## config.mk

```make
export PLATFORM = sky130hd
export DESIGN_NAME = code_lock_fsm
export DESIGN_NICKNAME = d
export VERILOG_FILES = /design/src/rtl/code_lock_fsm.sv
export SDC_FILE = /design/constraint.sdc
export NUM_CORES = 1
export LEC_CHECK = 0
export ABC_CLOCK_PERIOD_IN_PS = 2200
export CAP_MARGIN = 20
export CORE_AREA = 8 8 90 92
export DETAILED_ROUTE_END_ITERATION = 7
export DIE_AREA = 0 0 98 100
export GPL_ROUTABILITY_DRIVEN = 1
export PLACE_DENSITY = 0.73
export SYNTH_ARGS = -nofsm -noshare
export SYNTH_HDL_FRONTEND = slang
export SYNTH_SLANG_ARGS = --single-unit
```

## constraint.sdc

```tcl
create_clock -name CLK -period 2.2 [get_ports CLK]
set_clock_uncertainty 0.2 [all_clocks]
set_input_delay 0.55 -clock CLK [delete_from_list [all_inputs] [get_ports CLK]]
set_output_delay 0.55 -clock CLK [all_outputs]
set_load 0.01 [all_outputs]
```

## src/rtl/code_lock_fsm.sv

```systemverilog
// rtl/code_lock_fsm.sv - code comparison lock FSM with password change, retry count and lockout
module code_lock_fsm #(
    parameter int          Byte        = 4,
    parameter logic [15:0] PASSWORD    = 16'h1234,
    parameter int          MAX_TRY     = 3,
    parameter int          OPEN_CYCLES = 50_000_000,
    parameter int          LOCK_CYCLES = 100_000_000
) (
    input  logic        CLK,
    input  logic        RST,
    input  logic [15:0] Code,
    input  logic [2:0]  Code_Bit,
    input  logic        Enter,
    input  logic        Change,
    output logic        Unlock,
    output logic        Err_Flag,
    output logic        Locked,
    output logic        Clear_Req,
    output logic [2:0]  Try_Cnt,
    output logic [2:0]  State
);

    localparam int MAX_CYC = (OPEN_CYCLES > LOCK_CYCLES) ? OPEN_CYCLES : LOCK_CYCLES;
    localparam int TW      = (MAX_CYC > 1) ? $clog2(MAX_CYC) : 1;
    localparam logic [TW-1:0] OPEN_LAST = TW'(OPEN_CYCLES - 1);
    localparam logic [TW-1:0] LOCK_LAST = TW'(LOCK_CYCLES - 1);
    localparam logic [2:0]    CB_FULL   = 3'(Byte);
    localparam logic [2:0]    TRY_MAX   = 3'(MAX_TRY);

    typedef enum logic [2:0] {
        S_IDLE   = 3'd0,
        S_CHECK  = 3'd1,
        S_OPEN   = 3'd2,
        S_ERROR  = 3'd3,
        S_LOCKED = 3'd4
    } state_t;

    state_t        state_q, state_d;
    logic [15:0]   code_q, code_d;
    logic [15:0]   pwd_q, pwd_d;
    logic [2:0]    try_q, try_d;
    logic [TW-1:0] timer_q, timer_d;
    logic          unlock_q, unlock_d;
    logic          err_q, err_d;
    logic          locked_q, locked_d;
    logic          clr_q, clr_d;

    always_ff @(posedge CLK) begin
        if (RST) begin
            state_q  <= S_IDLE;
            code_q   <= '0;
            pwd_q    <= PASSWORD;
            try_q    <= '0;
            timer_q  <= '0;
            unlock_q <= 1'b0;
            err_q    <= 1'b0;
            locked_q <= 1'b0;
            clr_q    <= 1'b0;
        end else begin
            state_q  <= state_d;
            code_q   <= code_d;
            pwd_q    <= pwd_d;
            try_q    <= try_d;
            timer_q  <= timer_d;
            unlock_q <= unlock_d;
            err_q    <= err_d;
            locked_q <= locked_d;
            clr_q    <= clr_d;
        end
    end

    // Timer defaults to zero so every state change restarts it; dwelling states increment explicitly.
    always_comb begin
        state_d = state_q;
        code_d  = code_q;
        pwd_d   = pwd_q;
        try_d   = try_q;
        timer_d = '0;
        err_d   = 1'b0;
        clr_d   = 1'b0;
        case (state_q)
            S_IDLE: begin
                if (Enter) begin
                    if (Code_Bit == CB_FULL) begin
                        code_d  = Code;
                        state_d = S_CHECK;
                    end else begin
                        err_d = 1'b1;
                        clr_d = 1'b1;
                    end
                end
            end
            S_CHECK: begin
                clr_d = 1'b1;
                if (code_q == pwd_q) begin
                    try_d   = '0;
                    state_d = S_OPEN;
                end else if (try_q + 3'd1 >= TRY_MAX) begin
                    try_d   = TRY_MAX;
                    state_d = S_LOCKED;
                end else begin
                    try_d   = try_q + 3'd1;
                    err_d   = 1'b1;
                    state_d = S_ERROR;
                end
            end
            S_ERROR: state_d = S_IDLE;
            S_OPEN: begin
                if (Enter) begin
                    state_d = S_IDLE;
                end else if (Change && (Code_Bit == CB_FULL)) begin
                    pwd_d = Code;
                    clr_d = 1'b1;
                end else begin
                    err_d = Change;
                    if (timer_q == OPEN_LAST) begin
                        state_d = S_IDLE;
                    end else begin
                        timer_d = timer_q + 1'b1;
                    end
                end
            end
            S_LOCKED: begin
                if (timer_q == LOCK_LAST) begin
                    try_d   = '0;
                    state_d = S_IDLE;
                end else begin
                    timer_d = timer_q + 1'b1;
                end
            end
            default: state_d = S_IDLE;
        endcase
        unlock_d = (state_d == S_OPEN);
        locked_d = (state_d == S_LOCKED);
    end

    assign State     = state_q;
    assign Unlock    = unlock_q;
    assign Err_Flag  = err_q;
    assign Locked    = locked_q;
    assign Clear_Req = clr_q;
    assign Try_Cnt   = try_q;

endmodule
```

==> flow_summary.ini, run 1 <==
[outcome]
status = complete, no violations

[drt]
via_per_inst = 5.329
route.antenna.remaining_nets = 0
routedWlPerCell_um = 14.56
detailedRoute.firstPassIterationCount = 4
drc = 0
detail_route.iter0.violations = 92
dr_total_vias = 2750
routed_wirelength_mm = 7.512

[synth]
dominant_combinational_cell_family_by_area_after_synthesis = simple AND/OR/NAND/NOR gates
synthesis.area_um2 = 3296
synth.lib_cells_used.distinct = 50
synth-compound-area-share_pct = 9.871
xor_xnor_cell_area_share_of_the_yosys_netlist_pct = 11.43
netlist_instances = 363
avgSynthCellArea_um2 = 9.079
synth-warning-count = 0
yosys.area_share.adder_pct = 1.139
yosys_register_bits = 69
synth_mux_area_share_pct = 4.860
yosys.area_share.simple_pct = 25.74
ys_seq_area_share_pct = 41.91
syn-num-nets = 389

[sta]
timing.setup.tns_ps = 0
worst-slew-pin-transition_ps = 417.1
clock.fmax_mhz = 464.8
rsz0062_at_grt = yes
slew-limit-headroom_pct = 72.19
timing_max_transition_violations_final = 0
timing.final.ws_setup_ps = 48.56
min_period_ps = 2151
setup_viol_count_final = 0
timing_hold_violations_final = 0
period_share_pct = 97.79

[placed_design]
place_congestion = 0.8666
io_buffers = 32
dpl_worst_slack_ps = -433.9
post-dp-hpwl_mm = 5.065
dp_cells = 493

[clock_network]
clk_transition_reported_paths_ps = 70
cts.htree.levels = 3
cts_hold_buf = 0
clock_insertion_delay_worst_skew_ps = 340
clockBufferDepth = 2
cts-buffers-inserted = 9
clk_root_buffer_cell = clkbuf_8
tritoncts = built
clock_sink_count = 69

[setup_path]
critical_path.slowest_cell = or4_4
worstPathCellList = dlygate4sd2_1 > or3b_4 > or4_4 > bufbuf_16 > mux2i_2 > nor2_1
cp_max_fo = 5
cpPeakStageDelay_ps = 470
worst_setup_path_start_kind = input pin
critPathKind = input pin to flip-flop
worst_ep_arrival_time_ps = 2170
crit_required_ps = 2220
critical_register_to_register_path_startpoint = timer_q[1]$_SDFF_PP0_
critPathLaunch = Code_Bit[0]
crit_path_end_kind = flip-flop

[floorplan]
die_area_um2 = 9800
area_of_the_placeable_core_um2 = 6644
initial_core_util_pct = 49.60
rows = 30
fp.dieH_um = 100
io_pins = 33
floorplan.die.width_um = 98

[power]
power_w = 0.002562
p_leak_nw = 1.770
power.density_cell_area_nw_per_um2 = 596.7
largest_voltage_drop_on_the_vdd_net_mv = 0.4249

[finish]
post_route_cells_drive_above_1_share_pct = 19.50
num_antenna_cells = 0
stdcell_count = 516
syn_to_final_growth_pct = 30.30
final_net_count = 457

[hold_path]
hold_path.startpoint = pwd_q[3]$_SDFFE_PP0P_
min_path_type = flip-flop to flip-flop

[global_route]
grt_pass1_vias = 2700
track_usage_pct = 15.37
residual_overflow_from_global_routing = 0
grt_max_degree = 44
grt_pass1_wl_mm = 12.34
antenna_violations_before_repair = 0

[job]
maxCapViolations = 0
==> worst paths after layout <==
kind | endpoint | slack, ps | depth (start not counted)
max | code_q[5]$_SDFFE_PP0P_ | 50 | 6
min | pwd_q[3]$_SDFFE_PP0P_ | 270 | 2
max reg2reg | Unlock$_SDFF_PP0_ | 70 | 5
min reg2reg | pwd_q[3]$_SDFFE_PP0P_ | 270 | 2
==> area by class of cell <==
class,instances,area [um^2]
clock buffers,9,123.9
clock inverters,7,98.84
fillers,532,2350
inverters,4,15.01
multi-input cells,270,1798
flip-flops and latches,69,1385
well taps,80,100.1
repair buffers,77,773.2
==> cells in the mapped netlist, drive strengths merged <==
library cell,n,area (um^2)
nand4b,1,8.760
mux2i,16,160.2
clkbuf,10,58.81
o311ai,1,26.28
xor2,33,289.0
or4,3,26.27
a21o,1,7.510
nand4,12,90.09
and2b,1,8.760
nor4,8,56.30
nor3b,2,15.01
nor2,28,105.1
or3,3,20.02
inv,4,15.01
o21ai,1,5.000
a21oi,42,217.7
nor2b,2,12.51
nand3,13,70.07
a211o,2,17.52
and2,7,43.80
nor3,7,35.03
o32ai,1,8.760
and3,6,38.79
ha,3,37.54
buf,10,92.58
o2111ai,1,15.01
nand2,45,168.9
o22ai,2,12.51
nand3b,6,45.04
nor4bb,2,20.02
and4b,1,11.26
dfxtp,69,1381
xnor2,10,87.58
nand2b,5,31.28
nor4b,3,32.53
or3b,1,8.760
a221oi,1,15.01
==> flip-flops by register name (all words and copies together) (netlist names) <==
register,flops
code_q,16
Err_Flag,1
Clear_Req,1
State,3
pwd_q,16
Locked,1
timer_q,27
Try_Cnt,3
Unlock,1
==> kinds of logic after synthesis <==
group,count (synthesis)
compound gates,52
xor+xnor,43
fa+ha+maj,3
buf+inv,24
flops,69
mux,16
simple gates,156
==> worst max-delay path, delay by kind of cell <==
| kind | cells | cell delay, ps |
|---|---|---|
| and+or+nand+nor | 3 | 920 |
| buffers and inverters | 2 | 540 |
| muxes | 1 | 160 |
==> placed cells by master (no fill, tap or decap), types with 2 or more instances in the layout <==
cell              n
a211o_1           2
a21oi_1          40
a21oi_2           2
and2_1            6
and3_1            5
buf_12            5
buf_4            36
bufinv_16         2
clkbuf_8          9
clkdlybuf4s50_1  28
clkinv_4          2
dfxtp_1          66
dfxtp_2           3
dlygate4sd2_1     3
ha_1              3
inv_1             4
mux2i_1          15
nand2_1          45
nand2b_1          5
nand3_1          12
nand3b_1          6
nand4_1          11
nor2_1           28
nor2b_1           2
nor3_1            7
nor3b_1           2
nor4_1            6
nor4b_1           2
nor4bb_1          2
o22ai_1           2
or3_4             2
or4_4             3
xnor2_1          10
xor2_1           33
==> routing by layer <==
layer | up-vias | share of wire, % | GRT usage [%]
met4 | 0 | 2.1 | 6.715
met3 | 17 | 3.9 | 4.014
li1 | 1398 | - | -
met5 | - | 0 | 0
met2 | 50 | 47 | 25.92
met1 | 1285 | 47 | 18.01
==> through the flow <==
| stage | cell area (um^2) | utilization (%) | hold slack [ps] |
|---|---|---|---|
| 6_report | 4294 | 64.63 | 270.8 |
| 5_1_grt | 4294 | 64.63 | 287.0 |
| 4_1_cts | 4195 | 63.14 | 270.3 |
| 3_5_place_dp | 3915 | 58.93 | 259.5 |
| 3_3_place_gp | 3915 | 58.93 | 245.6 |
| 2_1_floorplan | 3306 | - | 217.3 |
==> repair_timing <==
| action | 4_1_cts | 5_1_grt |
|---|---|---|
| setup buffers | 0 | 5 |
| gates resized for setup | 12 | 6 |
| pin swaps | 2 | 4 |
| cloned | 1 | 1 |
| endpoints found under the setup margin | 39 | 7 |
==> report_power, final <==
group          internal [W]  switching, W  leakage (nW)  total, W
sequential          0.00126    0.00000986         0.558   0.00127
combinational     0.0000811     0.0000592          1.10  0.000140
clock              0.000644      0.000508         0.110   0.00115
total               0.00198      0.000577          1.77   0.00256
No activity file was read; power rests on OpenSTA's default activity.
==> run 2, diff against run 1 <==
--- a/config.mk
+++ b/config.mk
@@ -5,11 +5,12 @@
 export SDC_FILE = /design/constraint.sdc
 export NUM_CORES = 1
 export LEC_CHECK = 0
+export ABC_AREA = 1
 export ABC_CLOCK_PERIOD_IN_PS = 2200
 export CAP_MARGIN = 20
-export CORE_AREA = 8 8 90 92
+export CORE_AREA = 2 2 83 85
 export DETAILED_ROUTE_END_ITERATION = 7
-export DIE_AREA = 0 0 98 100
+export DIE_AREA = 0 0 85 87
 export GPL_ROUTABILITY_DRIVEN = 1
 export PLACE_DENSITY = 0.73
 export SYNTH_ARGS = -nofsm -noshare
==> flow_summary.ini, run 2 <==
[outcome]
status = complete, no violations

[hold_path]
hold_path.startpoint = timer_q[0]$_SDFF_PP0_
min_path_type = flip-flop to flip-flop
cell_count_of_the_worst_hold_path = 1

[synth]
netlist_instances = 458
synth-warning-count = 0
synth_area_leaders = dfxtp_1 43%, nand2_1 12%, nor2_1 7.5%
synth-edff-count = 0
yosys_register_bits = 69
yosys_most_used_dff = dfxtp_1
synth.lib_cells_used.distinct = 25
yosys.area.top_type = dfxtp_1
synth_common_cells = 100 x nand2_1, 69 x dfxtp_1, 65 x nor2_1
async_flop_share_pct = 0
avgSynthCellArea_um2 = 7.089
ys_seq_area_share_pct = 42.54
syn-num-nets = 484
synthesis.area_um2 = 3247
synth_largest_type_area_fraction_pct = 42.54
most_numerous_cell_in_the_yosys_netlist = nand2_1

[floorplan]
floorplan.die.width_um = 85
io_pins = 33
area_of_the_placeable_core_um2 = 6569
fp.dieH_um = 87
initial_core_util_pct = 49.43
die_area_um2 = 7395
rows = 30

[setup_path]
crit_family = buffers and inverters
critical_register_to_register_path_startpoint = timer_q[0]$_SDFF_PP0_
crit_path_end_kind = output pin
worstPathCellList = clkdlybuf4s50_1
worst_setup_path_start_kind = flip-flop
worstSetupPathDepth = 1
critical_path_buffer_and_inverter_count = 1
worst_ep_arrival_time_ps = 1340
critPathKind = flip-flop to output pin
cp_max_fo = 6
cpPeakStageDelay_ps = 580
reg2reg_depth = 11
critical_path.slowest_cell = clkdlybuf4s50_1
crit_required_ps = 1450
critPathLaunch = Try_Cnt[0]$_SDFFE_PP0P_

[clock_network]
cts_resized = 0
setup_bufs_post_cts = 0
cts.htree.levels = 3
tritoncts = built
clock_sink_count = 69
clock_insertion_delay_worst_skew_ps = 340
cts-buffers-inserted = 9
clockBufferDepth = 2
clk_transition_reported_paths_ps = 80
cts_hold_buf = 0
clk_root_buffer_cell = clkbuf_8

[finish]
final_net_count = 525
layout_top_registers = timer_q: 27 flops, code_q: 16 flops, pwd_q: 16 flops
syn_to_final_growth_pct = 22.50
largest_reg_flops = 27
registers.top_by_ff_count = timer_q
layout_commonest_cell = nand2_1
post_route_cells_drive_above_1_share_pct = 9.325
num_antenna_cells = 0
most_frequent_cells_in_the_layout = 100 x nand2_1, 69 x dfxtp_1, 65 x nor2_1

[drt]
detailedRoute.firstPassIterationCount = 4
via_per_inst = 4.957
routedWlPerCell_um = 11.49
dr_total_vias = 2895
routed_wirelength_mm = 6.710
detail_route.iter0.violations = 109
route.antenna.remaining_nets = 0
drc = 0

[power]
p_leak_nw = 1.542
largest_voltage_drop_on_the_vdd_net_mv = 0.4536
power.density_cell_area_nw_per_um2 = 677.0

[sta]
period_share_pct = 95.06
setup_viol_count_final = 0
timing_max_transition_violations_final = 0
timing_hold_violations_final = 0
clock.fmax_mhz = 478.2
slew-limit-headroom_pct = 68.83
timing.setup.tns_ps = 0
final.hold.worst_slack_ps = 262.2
rsz0062_at_grt = no
worst-slew-pin-transition_ps = 463.2
min_period_ps = 2091

[global_route]
grt_pass1_vias = 2727
grt_pass1_wl_mm = 11.65
track_usage_pct = 19.36
antenna_violations_before_repair = 0
grt_max_degree = 31
residual_overflow_from_global_routing = 0

[placed_design]
post-dp-hpwl_mm = 4.839
io_buffers = 32
place_congestion = 0.9068

[job]
maxCapViolations = 0
[run 2: cell families (layout without fill, tap and decap cells)]
group	Yosys count	after routing	synth area share (%)
xor gates and xnor gates	26	26	7.014
buffers and inverters	70	116	8.902
and+or+nand+nor	221	221	29.71
AOI/OAI and AO/OA	69	69	10.67
DFF	69	69	42.54
adders and majority gates	3	3	1.156
[run 2: per-layer routing]
layer	share of wire (%)	routed length [um]	vias up	track usage (%)
li1	-	-	1517	-
met1	46	3062	1306	23.98
met2	49	3264	61	31.75
met3	4.0	271	11	4.739
met4	1.7	112	0	9.091
met5	0	0	-	0
[run 2: final timing paths]
check	to	slack, ps
worst max-delay path	Try_Cnt[0]	110
worst min-delay path	timer_q[0]$_SDFF_PP0_	260
worst max register to register	timer_q[2]$_SDFF_PP0_	230
worst min register to register	timer_q[0]$_SDFF_PP0_	260
[run 2: through the flow]
step / area [um^2] / setup WS, ps / util (%) / instances / total power [W]
after CTS: 3978 / 86.32 / 60.55 / 584 / 0.002715
after floorplan: 3247 / 445.7 / - / 458 / 0.001371
after detailed placement: 3730 / 27.23 / 56.78 / 568 / 0.001451
after global routing: 3978 / 51.25 / 60.55 / 584 / 0.002784
after global placement: 3730 / 89.63 / 56.78 / 568 / 0.001449
final: 3978 / 108.6 / 60.55 / 584 / 0.002693
[run 2: report_power, final]
group | total (W) | switching (W) | internal, W
sequential | 0.00127 | 0.00000917 | 0.00126
clock | 0.00127 | 0.000488 | 0.000782
combinational | 0.000149 | 0.0000709 | 0.0000780
[run 2: cell type report]
cell class              instances  area (um^2)
fillers                       603         2591
flip-flops and latches         69         1381
clock buffers                  10        137.6
inverters                      59        221.5
clock inverters                 6        110.1
well taps                      80        100.1
repair buffers                 41        450.4
multi-input cells             319         1577
